`config.mk`:
```
export PLATFORM = sky130hd
export DESIGN_NAME = startframe_if_w_deconvert_flat
export DESIGN_NICKNAME = d
export VERILOG_FILES = /design/src/rtl/startframe_deconvert_pkg.sv /design/src/rtl/startframe_if_w_deconvert_if.sv /design/src/rtl/startframe_deconvert_hold.sv /design/src/rtl/startframe_if_w_deconvert.sv /design/src/flat_wrapper.sv
export SDC_FILE = /design/constraint.sdc
export NUM_CORES = 1
export LEC_CHECK = 0
export ABC_CLOCK_PERIOD_IN_PS = 2650
export BUFFER_PORTS_ARGS = -buffer_cell sky130_fd_sc_hd__buf_4
export CELL_PAD_IN_SITES_DETAIL_PLACEMENT = 0
export CELL_PAD_IN_SITES_GLOBAL_PLACEMENT = 2
export CORE_AREA = 3 3 40 42
export CTS_BUF_LIST = sky130_fd_sc_hd__clkbuf_8 sky130_fd_sc_hd__clkbuf_16
export DETAILED_ROUTE_END_ITERATION = 6
export DIE_AREA = 0 0 43 45
export GPL_TIMING_DRIVEN = 1
export MAX_ROUTING_LAYER = met4
export PLACE_DENSITY_LB_ADDON = 0.1
export SLEW_MARGIN = 20
export SYNTH_ARGS = -nofsm -noshare
export SYNTH_HDL_FRONTEND = slang
export SYNTH_SLANG_ARGS = --single-unit
```
`constraint.sdc`:
```
create_clock -name clk -period 2.65 [get_ports clk]
set_clock_uncertainty 0.2 [all_clocks]
set_input_delay 0.265 -clock clk [delete_from_list [all_inputs] [get_ports clk]]
set_output_delay 0.265 -clock clk [all_outputs]
set_load 0.005 [all_outputs]
```
`src/rtl/startframe_deconvert_pkg.sv`:
```
// Shared definitions for the startframe/endframe to last/padbytes converter.
//   deconvert_state_e : framing state (IDLE outside a frame, IN_FRAME inside)
//   DECONVERT_CNT_W   : width of the optional error counters
//   safe_clog2        : clog2 that never returns 0, used for the padbytes width
package startframe_deconvert_pkg;

    localparam int unsigned DECONVERT_CNT_W = 16;

    typedef enum logic [0:0] {
        IDLE     = 1'b0,
        IN_FRAME = 1'b1
    } deconvert_state_e;

    function automatic int unsigned safe_clog2(input int unsigned x);
        return (x <= 1) ? 1 : $clog2(x);
    endfunction

endpackage

```
`src/rtl/startframe_if_w_deconvert_if.sv`:
```
// Bus bundle for startframe_if_w_deconvert.
//   Source side : src_deconvert_{val,startframe,endframe,data,padbytes}, deconvert_src_rdy
//   Dest side   : deconvert_dst_data{_val,,_last,_padbytes}, dst_deconvert_data_rdy
// Modports:
//   master : the environment (drives the source beats and downstream ready)
//   slave  : the converter block
interface startframe_if_w_deconvert_if
    import startframe_deconvert_pkg::*;
#(
    parameter int unsigned DATA_W     = 0,
    parameter int unsigned PADBYTES_W = safe_clog2(DATA_W / 8)
);

    logic                  src_deconvert_val;
    logic                  src_deconvert_startframe;
    logic                  src_deconvert_endframe;
    logic [DATA_W-1:0]     src_deconvert_data;
    logic [PADBYTES_W-1:0] src_deconvert_padbytes;
    logic                  deconvert_src_rdy;

    logic                  deconvert_dst_data_val;
    logic [DATA_W-1:0]     deconvert_dst_data;
    logic                  deconvert_dst_data_last;
    logic [PADBYTES_W-1:0] deconvert_dst_data_padbytes;
    logic                  dst_deconvert_data_rdy;

    modport master (
        output src_deconvert_val,
        output src_deconvert_startframe,
        output src_deconvert_endframe,
        output src_deconvert_data,
        output src_deconvert_padbytes,
        input  deconvert_src_rdy,
        input  deconvert_dst_data_val,
        input  deconvert_dst_data,
        input  deconvert_dst_data_last,
        input  deconvert_dst_data_padbytes,
        output dst_deconvert_data_rdy
    );

    modport slave (
        input  src_deconvert_val,
        input  src_deconvert_startframe,
        input  src_deconvert_endframe,
        input  src_deconvert_data,
        input  src_deconvert_padbytes,
        output deconvert_src_rdy,
        output deconvert_dst_data_val,
        output deconvert_dst_data,
        output deconvert_dst_data_last,
        output deconvert_dst_data_padbytes,
        input  dst_deconvert_data_rdy
    );

endinterface

```
`src/rtl/startframe_deconvert_hold.sv`:
```
// One-entry lookahead hold register for the deconverter.
//   clk, rst       : clock, async active-high reset (empties the entry)
//   load_i         : capture data_i/pad_i/last_i (wins over unload_i)
//   unload_i       : entry leaves this cycle
//   force_last_i   : mark the held beat as last on the way out (truncation)
//   val_o/data_o   : entry occupied / held data
//   pad_o          : held padbytes on last beats, 0 otherwise
//   last_o         : held last flag OR force_last_i
//   hold_last_o    : raw stored last flag
module startframe_deconvert_hold #(
    parameter int unsigned DATA_W     = 8,
    parameter int unsigned PADBYTES_W = 1
) (
    input  logic                  clk,
    input  logic                  rst,
    input  logic                  load_i,
    input  logic                  unload_i,
    input  logic                  force_last_i,
    input  logic [DATA_W-1:0]     data_i,
    input  logic [PADBYTES_W-1:0] pad_i,
    input  logic                  last_i,
    output logic                  val_o,
    output logic [DATA_W-1:0]     data_o,
    output logic [PADBYTES_W-1:0] pad_o,
    output logic                  last_o,
    output logic                  hold_last_o
);

    logic                  val_q;
    logic [DATA_W-1:0]     data_q;
    logic [PADBYTES_W-1:0] pad_q;
    logic                  last_q;

    always_ff @(posedge clk or posedge rst) begin
        if (rst) begin
            val_q  <= 1'b0;
            data_q <= '0;
            pad_q  <= '0;
            last_q <= 1'b0;
        end else if (load_i) begin
            val_q  <= 1'b1;
            data_q <= data_i;
            pad_q  <= pad_i;
            last_q <= last_i;
        end else if (unload_i) begin
            val_q  <= 1'b0;
        end
    end

    assign val_o       = val_q;
    assign data_o      = data_q;
    // Padbytes only carry meaning on a genuine endframe beat; truncated beats report 0.
    assign pad_o       = last_q ? pad_q : '0;
    assign last_o      = last_q | force_last_i;
    assign hold_last_o = last_q;

endmodule

```
`src/rtl/startframe_if_w_deconvert.sv`:
```
// Converts a startframe/endframe framed stream into a last/padbytes terminated stream.
// Orphan beats outside a frame are dropped; a frame missing its endframe is truncated by
// forcing last onto its held beat when the next startframe arrives.
//   clk, rst : clock, async active-high reset
//   bus      : startframe_if_w_deconvert_if.slave (source beats in, last-framed beats out)
// Optional feature macro STARTFRAME_DECONVERT_ERR_CNT_EN adds saturating 16-bit
// deconvert_orphan_cnt and deconvert_trunc_cnt outputs.
module startframe_if_w_deconvert
    import startframe_deconvert_pkg::*;
#(
    parameter int unsigned DATA_W     = 0,
    parameter int unsigned PADBYTES_W = safe_clog2(DATA_W / 8)
) (
    input  logic                       clk,
    input  logic                       rst,
    startframe_if_w_deconvert_if.slave bus
`ifdef STARTFRAME_DECONVERT_ERR_CNT_EN
    ,
    output logic [DECONVERT_CNT_W-1:0] deconvert_orphan_cnt,
    output logic [DECONVERT_CNT_W-1:0] deconvert_trunc_cnt
`endif
);

    deconvert_state_e state_q, state_d;

    logic in_val, in_sf, in_ef;
    logic hold_val, hold_last;
    logic out_val, out_fire;
    logic orphan, src_rdy, accept, load, trunc;

    assign in_val = bus.src_deconvert_val;
    assign in_sf  = bus.src_deconvert_startframe;
    assign in_ef  = bus.src_deconvert_endframe;

    // Orphans are swallowed whatever the downstream is doing.
    assign orphan   = in_val & ~in_sf & (state_q == IDLE);
    // A non-last held beat is only released once its successor is on the input.
    assign out_val  = hold_val & (hold_last | in_val);
    assign out_fire = out_val & bus.dst_deconvert_data_rdy;
    assign src_rdy  = ~rst & (~hold_val | out_fire | orphan);
    assign accept   = in_val & src_rdy;
    assign load     = accept & ~orphan;
    // Held beat is non-last only inside a frame, so a startframe here means truncation.
    assign trunc    = out_fire & ~hold_last & in_val & in_sf;

    always_comb begin
        state_d = state_q;
        if (load) begin
            state_d = in_ef ? IDLE : IN_FRAME;
        end
    end

    always_ff @(posedge clk or posedge rst) begin
        if (rst) begin
            state_q <= IDLE;
        end else begin
            state_q <= state_d;
        end
    end

    startframe_deconvert_hold #(
        .DATA_W     (DATA_W),
        .PADBYTES_W (PADBYTES_W)
    ) u_hold (
        .clk          (clk),
        .rst          (rst),
        .load_i       (load),
        .unload_i     (out_fire),
        .force_last_i (in_val & in_sf),
        .data_i       (bus.src_deconvert_data),
        .pad_i        (bus.src_deconvert_padbytes),
        .last_i       (in_ef),
        .val_o        (hold_val),
        .data_o       (bus.deconvert_dst_data),
        .pad_o        (bus.deconvert_dst_data_padbytes),
        .last_o       (bus.deconvert_dst_data_last),
        .hold_last_o  (hold_last)
    );

    assign bus.deconvert_dst_data_val = out_val;
    assign bus.deconvert_src_rdy      = src_rdy;

`ifdef STARTFRAME_DECONVERT_ERR_CNT_EN
    logic [DECONVERT_CNT_W-1:0] orphan_cnt_q, orphan_cnt_d;
    logic [DECONVERT_CNT_W-1:0] trunc_cnt_q, trunc_cnt_d;

    always_comb begin
        orphan_cnt_d = orphan_cnt_q;
        trunc_cnt_d  = trunc_cnt_q;
        if (accept && orphan && (orphan_cnt_q != '1)) begin
            orphan_cnt_d = orphan_cnt_q + 1'b1;
        end
        if (trunc && (trunc_cnt_q != '1)) begin
            trunc_cnt_d = trunc_cnt_q + 1'b1;
        end
    end

    always_ff @(posedge clk or posedge rst) begin
        if (rst) begin
            orphan_cnt_q <= '0;
            trunc_cnt_q  <= '0;
        end else begin
            orphan_cnt_q <= orphan_cnt_d;
            trunc_cnt_q  <= trunc_cnt_d;
        end
    end

    assign deconvert_orphan_cnt = orphan_cnt_q;
    assign deconvert_trunc_cnt  = trunc_cnt_q;
`endif

endmodule

```
`src/flat_wrapper.sv`:
```
// flat-port wrapper written by rule: the top's interface ports become plain ports
module startframe_if_w_deconvert_flat import startframe_deconvert_pkg::*;
#(
    parameter int unsigned DATA_W     = 0,
    parameter int unsigned PADBYTES_W = safe_clog2(DATA_W / 8)
)
  (clk, rst, bus_src_deconvert_val, bus_src_deconvert_startframe, bus_src_deconvert_endframe, bus_src_deconvert_data, bus_src_deconvert_padbytes, bus_deconvert_src_rdy, bus_deconvert_dst_data_val, bus_deconvert_dst_data, bus_deconvert_dst_data_last, bus_deconvert_dst_data_padbytes, bus_dst_deconvert_data_rdy);
  startframe_if_w_deconvert_if #(.DATA_W(DATA_W), .PADBYTES_W(PADBYTES_W)) bus_i ();
  input  logic clk;
  input  logic rst;
  input wire logic [$bits(bus_i.src_deconvert_val)-1:0] bus_src_deconvert_val;
  input wire logic [$bits(bus_i.src_deconvert_startframe)-1:0] bus_src_deconvert_startframe;
  input wire logic [$bits(bus_i.src_deconvert_endframe)-1:0] bus_src_deconvert_endframe;
  input wire logic [$bits(bus_i.src_deconvert_data)-1:0] bus_src_deconvert_data;
  input wire logic [$bits(bus_i.src_deconvert_padbytes)-1:0] bus_src_deconvert_padbytes;
  output wire logic [$bits(bus_i.deconvert_src_rdy)-1:0] bus_deconvert_src_rdy;
  output wire logic [$bits(bus_i.deconvert_dst_data_val)-1:0] bus_deconvert_dst_data_val;
  output wire logic [$bits(bus_i.deconvert_dst_data)-1:0] bus_deconvert_dst_data;
  output wire logic [$bits(bus_i.deconvert_dst_data_last)-1:0] bus_deconvert_dst_data_last;
  output wire logic [$bits(bus_i.deconvert_dst_data_padbytes)-1:0] bus_deconvert_dst_data_padbytes;
  input wire logic [$bits(bus_i.dst_deconvert_data_rdy)-1:0] bus_dst_deconvert_data_rdy;
  assign bus_i.src_deconvert_val = bus_src_deconvert_val;
  assign bus_i.src_deconvert_startframe = bus_src_deconvert_startframe;
  assign bus_i.src_deconvert_endframe = bus_src_deconvert_endframe;
  assign bus_i.src_deconvert_data = bus_src_deconvert_data;
  assign bus_i.src_deconvert_padbytes = bus_src_deconvert_padbytes;
  assign bus_deconvert_src_rdy = bus_i.deconvert_src_rdy;
  assign bus_deconvert_dst_data_val = bus_i.deconvert_dst_data_val;
  assign bus_deconvert_dst_data = bus_i.deconvert_dst_data;
  assign bus_deconvert_dst_data_last = bus_i.deconvert_dst_data_last;
  assign bus_deconvert_dst_data_padbytes = bus_i.deconvert_dst_data_padbytes;
  assign bus_i.dst_deconvert_data_rdy = bus_dst_deconvert_data_rdy;
  startframe_if_w_deconvert #(.DATA_W(DATA_W), .PADBYTES_W(PADBYTES_W)) u_core (.clk(clk), .rst(rst), .bus(bus_i));
endmodule
```
Word level (Yosys, flattened, before mapping)
Cells that the tools add are included.
{ "classes": {"mux": 4, "n_bitwise": 17, "n_reduce_logical": 1} }
{ "ops": {"columns": ["operator", "n"], "rows": [
  ["bitwise AND 1 bit", 8],
  ["inverter 1 bit", 5],
  ["two-way mux 1 bit", 4],
  ["bitwise OR 1 bit", 4],
  ["nonzero test 2 bit", 1]
]} }
{ "totals": {"ff_bits": 6, "input_bits": 9, "out_inout_bits": 6, "wordCells": 27} }

Depth between registers and ports, before layout
{ "logic_depth": {"depth_word": 9, "depth_mapped": 3, "depth_no_buf": 3} }

Modules after synthesis
From an unflattened synthesis, not the netlist that was laid out.
{ "hier_totals": {"cells_unflattened": 27, "area_unflattened_um2": 312.8} }
{ "by_module_without_submodules": {"columns": ["module", "instances", "cells_per_inst", "area_each_um2", "seq_area_each_um2"], "rows": [
  ["startframe_deconvert_hold", 1, 14, 198.9, 125.1],
  ["startframe_if_w_deconvert", 1, 13, 113.9, 25.0]
]} }

Worst setup path before layout
Ideal clock, no wire load.
{ "synth_path": {"path_kind": "register to register", "start": "reg u_core.u_hold.val_q (netlist: u_core.u_hold.val_o)", "end": "reg u_core.u_hold.data_q[-1] (netlist: u_core.u_hold.data_o[-1])", "setup_ps": 125, "arrival_time_ps": 1273, "required_ps": 2325, "slack_ps": 1052, "stages_incl_launch_ff": 4, "path_buffers": 0, "cell_sequence": "dfrtp_1 > nor2b_4 > nor4b_4 > mux2_2"} }
{ "synth_via": {"elab_chain_cells": 7} }
{ "synth_lines": {"columns": ["element", "line", "rtl"], "rows": [
  ["from (decl)", "startframe_deconvert_hold.sv:29", "logic val_q;"],
  ["from (signal assigned)", "startframe_deconvert_hold.sv:36", "val_q <= 1'b0;"],
  ["from (signal assigned)", "startframe_deconvert_hold.sv:41", "val_q <= 1'b1;"],
  ["from (signal assigned)", "startframe_deconvert_hold.sv:46", "val_q <= 1'b0;"],
  ["bitwise AND 1 bit", "startframe_if_w_deconvert.sv:38", "assign out_val = hold_val & (hold_last | in_val);"],
  ["bitwise AND 1 bit", "startframe_if_w_deconvert.sv:39", "assign out_fire = out_val & bus.dst_deconvert_data_rdy;"],
  ["bitwise OR 1 bit (*) (2 in series)", "startframe_if_w_deconvert.sv:40", "assign src_rdy = ~rst & (~hold_val | out_fire | orphan);"],
  ["bitwise AND 1 bit (*)", "startframe_if_w_deconvert.sv:40", null],
  ["bitwise AND 1 bit (*)", "startframe_if_w_deconvert.sv:41", "assign accept = in_val & src_rdy;"],
  ["bitwise AND 1 bit (*)", "startframe_if_w_deconvert.sv:42", "assign load = accept & ~orphan;"],
  ["to (signal assigned)", "startframe_deconvert_hold.sv:42", "data_q <= data_i;"],
  ["to (decl)", "startframe_deconvert_hold.sv:30", "logic [DATA_W-1:0] data_q;"]
]} }
Every way passes the cells marked *; elsewhere a longest branch is shown, timed or not.
A chain may end at the register's enable or synchronous reset.

Final worst setup path
{ "layout_path": {"start": "in rst", "end": "reg u_core.u_hold.data_q[-1] (netlist: u_core.u_hold.data_o[-1])"} }
{ "layout_via": {"elab_chain_cells": 4} }
{ "layout_lines": {"columns": ["element", "line", "rtl"], "rows": [
  ["from (decl)", "flat_wrapper.sv:10", "input logic rst;"],
  ["inverter 1 bit", "startframe_if_w_deconvert.sv:40", null],
  ["bitwise AND 1 bit", "startframe_if_w_deconvert.sv:40", null],
  ["bitwise AND 1 bit", "startframe_if_w_deconvert.sv:41", null],
  ["bitwise AND 1 bit", "startframe_if_w_deconvert.sv:42", null]
]} }
No other way between the ends.

==> results.ini <==
[detailed_routing]
drc_errors = 0
dr.pass1.iters = 1
detail_route.iter0.violations = 0
drt-vias-per-instance = 4.351
ant_nets = 0
dr_total_vias = 248
totalWireLength_um = 684
detail_route.wl_per_cell_um = 12.00

[timing]
slew_headroom_pct = 70.76
setup_tns_ps = 0
slew_violations = 0
finalWorstPathRequiredPeriod_ps = 1899
finalHoldViolCount = 0
rsz_0062_raised_after_global_routing = false
timing.hold.ws_ps = 32.03
min_period_over_period_pct = 71.67
max_freq_ghz = 0.5265
report.final.setup_viol = 0
worst_pin_slew_ps = 436.8
timing.final.ws_setup_ps = 750.7

[layout]
area_growth_pct = 56.91
post-route-util_pct = 37.59
fin_nets = 53
post_route_cells_drive_above_1_share_pct = 59.52
antenna-diode-count = 0

[worst_setup_path]
critical_path.max_stage_delay_ps = 530
crit_path_kind = primary input to flop
crit_fanout = 6
cp_top_family = buffers and inverters
timing.rr.start = u_core.u_hold.val_o$_DFFE_PP0P_
worstSetupStartpointType = primary input
regToRegEndpoint = u_core.u_hold.data_o[-1]$_DFFE_PP0P_
worst-path-buf-inv = 2
crit_slowest_cell = sky130_fd_sc_hd__dlygate4sd3_1
critical_path_required_ps = 2550
cp_cell_sequence = dlygate4sd3_1 > buf_4 > nor4b_4 > mux2_2
rr_worst_depth = 3
worst-endpoint-arrival_ps = 1800
timing.critical_path.from = rst
endpoint_kind = flop
rrSetupSlack_ps = 960

[placed_design]
placement.io_buffers = 14
gpl.final_weighted_congestion = 0.6835
dp_slack_ps = 928.4
dp_hpwl_um = 552.2

[power_and_ir_drop]
share_comb_of_total_power_pct = 29.9
internal-power_w = 0.0002957
power.density_cell_area_nw_per_um2 = 810.8
swShare_pct = 24.49
totalPowerFinal_w = 0.0003916
p_sw_w = 0.00009591
clk_pwr_share_pct = 33.7
pwr-share-seq_pct = 36.3
power.static_leakage_nw = 0.2350
power.ir.vdd_worst_uv = 384.0

[clock_network]
clk_latency_ps = 220
clock_pin_transition_on_the_worst_setup_and_hold_timing_paths_ps = 30
cts_buffers = 3
postCtsResizedCells = 0
clkSinkCount = 6
ctsHoldBuffers = 1
cts_buffer_depth = 2
cts.root.buffer_cell = sky130_fd_sc_hd__clkbuf_8
tritoncts_clock_tree = yes
cts.htree.levels = 1
post-cts-setup-buffer-count = 0

[grt]
initial_antenna_violation_count = 0
gr-total-overflow = 0
via_count_of_the_first_global_routing_pass = 252
groute.usage.overall_pct = 8.297
wire_length_of_the_first_global_routing_pass_um = 1117
grt_start_max_net_pins = 7

[floorplanning]
row_count = 13
die_h_um = 45
core_area_um2 = 1285
initial_core_utilization_pct = 23.95
top_level_ports = 15
floorplan.die_area_um2 = 1935
die_w_um = 43

[hold_path]
hold_start = bus_src_deconvert_endframe
min_delay_worst_endpoint = u_core.state_q$_DFFE_PP0P_
hold_path_class = primary input to flop
min_delay_path_depth = 2

[synth]
mappedNetlistNets = 33
synth_cell_type_count = 13
synth.area.top_cells = sky130_fd_sc_hd__dfrtp_1 (49%), sky130_fd_sc_hd__mux2_2 (15%), sky130_fd_sc_hd__nor4b_4 (7.7%)
synth_sequential_area_ratio_pct = 48.78
muxShareOfSynthArea_pct = 17.89
yosysTopAreaCellShare_pct = 48.78
synth.most_common_cell = sky130_fd_sc_hd__dfrtp_1
ys_dominant_reg_cell = sky130_fd_sc_hd__dfrtp_1
yosysWarningCount = 0
synth_compound_area_share_pct = 15.45
synthAdderAreaFrac_pct = 0
number_of_synthesized_flops_with_an_enable_pin = 0
synth.avg_cell_area_um2 = 12.82
dominant_combinational_cell_family_by_area_after_synthesis = multiplexers
synth_largest_area_cell = sky130_fd_sc_hd__dfrtp_1
post_synthesis_instance_area_um2 = 307.8
synth-xor-area-share_pct = 0
synthSimpleGateAreaFrac_pct = 15.45
async_flop_share_pct = 100.0
synth-seq-cells = 6
synth.top_cells.by_count = sky130_fd_sc_hd__dfrtp_1 (6), sky130_fd_sc_hd__mux2_2 (4), sky130_fd_sc_hd__a21o_2 (2), sky130_fd_sc_hd__inv_1 (2), sky130_fd_sc_hd__o21ai_0 (2)
netlist_instances = 24

[run_status]
run_status = finished, final reports clean

[flow_run]
max_cap_violations = 0

[worst register-to-register path: cells and delay by family, from the launching register on]
kind | cells | cell delay (ps)
mux | 1 | 380
flops | 1 | 400
simple gates | 2 | 590
[how the worst max path moves through the flow]
stage / to / depth (start not counted) / slack [ps]
2_1_floorplan: u_core.u_hold.data_o[-1]$_DFFE_PP0P_ / 3 / 1050
5_1_grt: u_core.u_hold.data_o[-1]$_DFFE_PP0P_ / 4 / 680
4_1_cts: u_core.u_hold.data_o[-1]$_DFFE_PP0P_ / 4 / 730
6_report: u_core.u_hold.data_o[-1]$_DFFE_PP0P_ / 4 / 750
3_5_place_dp: u_core.u_hold.data_o[-1]$_DFFE_PP0P_ / 3 / 930
3_3_place_gp: u_core.u_hold.data_o[-1]$_DFFE_PP0P_ / 3 / 970
[layer usage]
layer / up-vias / wire [um] / global-route usage [%]
met4: 0 / 0 / 1.807
met5: - / 0 / -
met3: 0 / 74 / 5.179
li1: 122 / - / -
met2: 11 / 351 / 13.17
met1: 115 / 257 / 8.867
[layout make-up]
cell class                 count  area [um2]
sequential                     6       150.1
tap                           15       18.77
multi-input combinational     16       150.1
timing repair buffer          15       115.1
fill                         138       802.0
inverter                       2       7.507
clock buffer                   3       41.29
[logic make-up after synthesis]
logic type      count (synthesis)
flops                           6
buf+inv                         2
compound gates                  7
mux                             5
simple gates                    4
[through the flow]
stage / cell area (um2) / instances
2_1_floorplan: 307.8 / 24
3_3_place_gp: 431.7 / 53
3_5_place_dp: 431.7 / 53
4_1_cts: 483.0 / 57
5_1_grt: 483.0 / 57
6_report: 483.0 / 57
[power groups by stage]
stage,logic [W],clock network (W),registers [W]
after CTS,0.000120,0.000135,0.000142
final,0.000117,0.000132,0.000142
after global routing,0.000128,0.000145,0.000146
after floorplan,0.0000602,0,0.000139
after global placement,0.000117,0,0.000142
after detailed placement,0.000119,0,0.000142
[flip-flops by register name, indices dropped and copies added, names as in the netlist]
register                   flops
u_core.u_hold.data_o[-1]       1
u_core.state_q                 1
u_core.u_hold.val_o            1
u_core.u_hold.pad_q            1
u_core.u_hold.hold_last_o      1
u_core.u_hold.data_o           1
[cells in the final DEF (no fill, tap or decap)]
cell                            instances
sky130_fd_sc_hd__inv_1                  2
sky130_fd_sc_hd__mux2_2                 4
sky130_fd_sc_hd__a21o_1                 1
sky130_fd_sc_hd__dfrtp_1                6
sky130_fd_sc_hd__clkbuf_8               3
sky130_fd_sc_hd__a21oi_1                1
sky130_fd_sc_hd__mux2i_1                1
sky130_fd_sc_hd__dlygate4sd3_1          1
sky130_fd_sc_hd__o21ai_0                2
sky130_fd_sc_hd__buf_4                 14
sky130_fd_sc_hd__and2_1                 1
sky130_fd_sc_hd__a21o_2                 2
sky130_fd_sc_hd__o21a_1                 1
sky130_fd_sc_hd__nor2b_4                1
sky130_fd_sc_hd__nor4b_4                1
sky130_fd_sc_hd__nor2_1                 1
(Power assumes the default switching activity.)
